**src/rtl/tpu_move_tx.sv**
```systemverilog
// Outbound move transmitter: slices a move word MSB byte first onto the
// select/clock/data link, with each link half-period lasting CLK_DIV system clocks.
module tpu_move_tx #(
  parameter int DATA_WIDTH = 8,
  parameter int NUM_BYTES  = 2,
  parameter int CLK_DIV    = 2
) (
  input  logic                             clk,
  input  logic                             nrst,
  input  logic [DATA_WIDTH*NUM_BYTES-1:0]  move_data,
  input  logic                             move_valid,
  output logic                             move_ready,
  output logic                             busy,
  output logic                             done,
  output logic                             clk_out,
  output logic                             sel_out,
  output logic [DATA_WIDTH-1:0]            data_out
);

  localparam int MW = DATA_WIDTH * NUM_BYTES;
  localparam int PW = (CLK_DIV > 1) ? $clog2(CLK_DIV) : 1;
  localparam int BW = (NUM_BYTES > 1) ? $clog2(NUM_BYTES) : 1;
  localparam logic [PW-1:0] PH_LAST = PW'(CLK_DIV - 1);
  localparam logic [BW-1:0] BY_LAST = BW'(NUM_BYTES - 1);

  typedef enum logic [1:0] {S_IDLE, S_LOW, S_HIGH, S_TAIL} state_e;

  state_e                state_q, state_d;
  logic [PW-1:0]         phase_q, phase_d;
  logic [BW-1:0]         byte_q, byte_d;
  logic [MW-1:0]         shreg_q, shreg_d;
  logic                  done_q, done_d;
  logic                  clk_out_q, clk_out_d;
  logic                  sel_out_q, sel_out_d;
  logic [DATA_WIDTH-1:0] data_out_q, data_out_d;

  logic          phase_end;
  logic [MW-1:0] shreg_next;

  assign phase_end  = (phase_q == PH_LAST);
  assign shreg_next = shreg_q << DATA_WIDTH;

  always_comb begin
    state_d    = state_q;
    phase_d    = phase_q;
    byte_d     = byte_q;
    shreg_d    = shreg_q;
    done_d     = 1'b0;
    clk_out_d  = clk_out_q;
    sel_out_d  = sel_out_q;
    data_out_d = data_out_q;
    case (state_q)
      S_IDLE: begin
        if (move_valid) begin
          state_d    = S_LOW;
          shreg_d    = move_data;
          phase_d    = '0;
          byte_d     = '0;
          sel_out_d  = 1'b1;
          clk_out_d  = 1'b0;
          data_out_d = move_data[MW-1 -: DATA_WIDTH];
        end
      end
      S_LOW: begin
        if (phase_end) begin
          state_d   = S_HIGH;
          phase_d   = '0;
          clk_out_d = 1'b1;
        end else begin
          phase_d = phase_q + PW'(1);
        end
      end
      S_HIGH: begin
        if (phase_end) begin
          phase_d   = '0;
          clk_out_d = 1'b0;
          if (byte_q == BY_LAST) begin
            state_d = S_TAIL;
          end else begin
            // Next byte goes out together with the falling link clock.
            state_d    = S_LOW;
            byte_d     = byte_q + BW'(1);
            shreg_d    = shreg_next;
            data_out_d = shreg_next[MW-1 -: DATA_WIDTH];
          end
        end else begin
          phase_d = phase_q + PW'(1);
        end
      end
      S_TAIL: begin
        if (phase_end) begin
          state_d    = S_IDLE;
          phase_d    = '0;
          done_d     = 1'b1;
          sel_out_d  = 1'b0;
          data_out_d = '0;
        end else begin
          phase_d = phase_q + PW'(1);
        end
      end
      default: state_d = S_IDLE;
    endcase
  end

  always_ff @(posedge clk or negedge nrst) begin
    if (!nrst) begin
      state_q    <= S_IDLE;
      phase_q    <= '0;
      byte_q     <= '0;
      shreg_q    <= '0;
      done_q     <= 1'b0;
      clk_out_q  <= 1'b0;
      sel_out_q  <= 1'b0;
      data_out_q <= '0;
    end else begin
      state_q    <= state_d;
      phase_q    <= phase_d;
      byte_q     <= byte_d;
      shreg_q    <= shreg_d;
      done_q     <= done_d;
      clk_out_q  <= clk_out_d;
      sel_out_q  <= sel_out_d;
      data_out_q <= data_out_d;
    end
  end

  assign move_ready = (state_q == S_IDLE);
  assign busy       = (state_q != S_IDLE);
  assign done       = done_q;
  assign clk_out    = clk_out_q;
  assign sel_out    = sel_out_q;
  assign data_out   = data_out_q;

endmodule

```
**config.mk**
```make
export PLATFORM = sky130hd
export DESIGN_NAME = tpu_move_tx
export DESIGN_NICKNAME = d
export VERILOG_FILES = /design/src/rtl/tpu_move_tx.sv
export SDC_FILE = /design/constraint.sdc
export NUM_CORES = 1
export LEC_CHECK = 0
export CAP_MARGIN = 10
export CORE_MARGIN = 5
export CORE_UTILIZATION = 55
export DETAILED_ROUTE_END_ITERATION = 10
export DONT_BUFFER_PORTS = 1
export PLACE_DENSITY = 0.73
export REMOVE_ABC_BUFFERS = 1
export SLEW_MARGIN = 20
export SYNTH_ARGS = -nofsm -noshare
export SYNTH_HDL_FRONTEND = slang
export SYNTH_SLANG_ARGS = --single-unit
export TNS_END_PERCENT = 5
```
**constraint.sdc**
```tcl
create_clock -name clk -period 1.8 [get_ports clk]
set_clock_uncertainty 0.05 [all_clocks]
set_input_delay 0.45 -clock clk [delete_from_list [all_inputs] [get_ports clk]]
set_output_delay 0.45 -clock clk [all_outputs]
set_load 0.02 [all_outputs]
```
==> out/results.tsv <==
stage	metric	value	unit
status	status	completed	
pwr	ir_worst_vdd	1111	uV
synth	synth_top_cell_by_area	dfrtp_1	
critical_path	crit_type	flop to output pin	
grt	grt_pass1_vias	920	
timing	hold_violations	0	
routing	wirelength	2796	um
routing	drc	0	
clock_tree	htreeDepth	1	
synth	netlist_area	1259	um^2
critical_path	start_kind	flop	
floorplan	start_util	0.5745	
routing	firstDrtPassIters	4	
critical_path	cp-end-kind	output pin	
synth	ys_ff_latch	23	
placement	portBuffers	0	
routing	via_per_inst	5.658	
timing	finalMaxSlewViolations	0	
final_layout	area_delta_synth_final	22.86	%
critical_path	cp.arrival	1.29	ns
pwr	leakagePower	0.7129	nW
synth	synth_top_flop_cell	dfrtp_1	
synth	synth_edf_count	0	
synth	synth_top_area_share	0.4573	
final_layout	insertedDiodeCount	0	
grt	overflow	0	
critical_path	crit_required	1.30	ns
grt	grt_util_all_layers	0.1723	
worst_hold_path	hold_path_class	input pin to async pin	
clock_tree	cts_buffer_depth	2	
routing	routedWlPerCell	17.37	um
timing	max_freq	559.0	MHz
timing	setup_ws	0.01120	ns
grt	grt_max_degree	24	
placement	dp_slack	-0.1078	ns
timing	fin_crit	1.789	ns
timing	setup_viol_count_final	0	
final_layout	drive_gt1_frac	0.4060	
timing	finalCritPeriodShare	0.9938	
synth	synth.avg_cell_area	10.85	um^2
floorplan	die_w	57.84	um
clock_tree	cts.sinks	23	
floorplan	io_pins	32	
synth	yosysWarnings	0	
timing	grt_setup_unrepaired	true	
synth	syn-instance-count	116	
grt	antenna_found_initial	0	
synth	ys_top_cells_by_area	dfrtp_1 (46%), mux2_2 (14%), ha_1 (6.0%), o211ai_1 (5.4%), nor2b_1 (5.0%)	
clock_tree	clock_latency	0.32	ns
critical_path	cp_max_fo	4	
synth	ys_types	26	
routing	drt_iter0_markers	17	
pwr	power	3.381	mW
pwr	powerDensity	2186	nW/um^2
floorplan	dieArea	3345	um^2
routing	ant_nets	0	
grt	grt_pass1_wl	4429	um
placement	gp_congestion	0.8560	
routing	dr_total_vias	911	
synth	async_flop_share	1.000	
clock_tree	tritoncts	built	
timing	worstMarginPinSlew	0.4970	ns
run	cap_violations	0	
synth	synth_most_common_cell	dfrtp_1	
floorplan	design.core.area	2191	um^2
final_layout	fin_nets	159	
floorplan	fp.dieH	57.84	um
timing	maxSlewHeadroom	0.6686	
floorplan	row_count	17	
synth	netlist_top_cells_count	dfrtp_1 (23), mux2_2 (16), inv_1 (13)	
clock_tree	cts_made_buffers	3	
placement	dp_hpwl	1940	um
clock_tree	cts.clk_slew.worst_paths	0.13	ns
clock_tree	clk_root_buffer_cell	clkbuf_4	
synth	seq_area_frac_synth	0.4573	
final_layout	fillers	147	
[worst max-delay path, cell delays in order (launching register included)]
cell and delay [ns]:
dfrtp_2 0.47, inv_2 0.09, ha_4 0.17, buf_6 0.11, clkinvlp_4 0.13
[per-layer routing]
metal / global-route usage / vias up / part of all wire
li1: - / 432 / -
met1: 0.2216 / 441 / 0.44
met2: 0.2694 / 33 / 0.47
met3: 0.04677 / 5 / 0.068
met4: 0.07947 / 0 / 0.020
met5: 0 / - / 0
[cell families after synthesis]
group	count (synthesis)	synth area share
buf+inv	19	0.05865
compound gates	26	0.1551
flops	23	0.4573
mux	19	0.1670
simple gates	23	0.1024
fa+ha+maj	6	0.05964
[power by group]
| group | internal [mW] | leakage (nW) | total (mW) | switching (mW) |
|---|---|---|---|---|
| clock | 0.0867 | 0.0150 | 0.242 | 0.156 |
| combinational | 1.12 | 0.416 | 2.03 | 0.912 |
| sequential | 0.775 | 0.282 | 1.11 | 0.330 |
[worst paths after layout]
kind,cells after the start,slack [ns],startpoint,to
setup reg to reg,5,0.02,state_q[1]$_DFFE_PN0P_,shreg_q[1]$_DFFE_PN0P_
min in group clk,2,0.30,move_valid,sel_out$_DFFE_PN0P_
hold / removal,1,0.03,nrst,data_out[6]$_DFFE_PN0P_
setup / recovery,4,0.01,state_q[1]$_DFFE_PN0P_,busy
hold reg to reg,1,0.49,shreg_q[0]$_DFFE_PN0P_,shreg_q[0]$_DFFE_PN0P_
max in group asynchronous,1,1.31,nrst,state_q[1]$_DFFE_PN0P_
[sequential cells by signal, indices dropped and copies added (netlist names)]
signal     flops
done           1
sel_out        1
byte_q         1
shreg_q        8
clk_out        1
state_q        2
phase_end      1
data_out       8
[layout by cell type, fill, tap and decap left out, drive strengths merged, types with 2 or more instances in the layout]
cell type,n
mux2,16
clkbuf,4
buf,19
o211ai,9
nor2,3
a21oi,2
ha,6
nor2b,10
inv,12
mux2i,3
dfrtp,23
nor3,2
o21ai,9
nand2,3
[per-stage QoR]
step                      hold WS [ns]  utilization  std cells  setup TNS [ns]  instance area (um^2)
after CTS                       0.3071       0.6602        156         -0.1042                  1446
final                          0.02585       0.7059        161               0                  1546
after floorplan                 0.1044            -        110          -4.637                  1234
after global routing           0.05127       0.7059        161         -0.3895                  1546
after global placement          0.1049       0.6202        150         -0.6482                  1359
after detailed placement        0.1050       0.6202        150          -1.442                  1359
[final cells by class]
cell class	instances	area (um^2)	area share
clock buffers	4	26.28	0.01699
multi-input cells	74	708.2	0.4579
flip-flops and latches	23	576.8	0.3730
repair buffers	19	147.6	0.09547
inverters	13	52.55	0.03398
well taps	28	35.03	0.02265
[timing repair]
action | 4_1_cts | 5_1_grt
endpoints found under the hold margin | 23 | 0
gates resized for setup | 11 | 17
pin swaps | 2 | 3
setup buffers | 1 | 5
hold buffers | 1 | 0
setup endpoints to repair | 18 | 20
No activity file was read; power rests on OpenSTA's default activity.
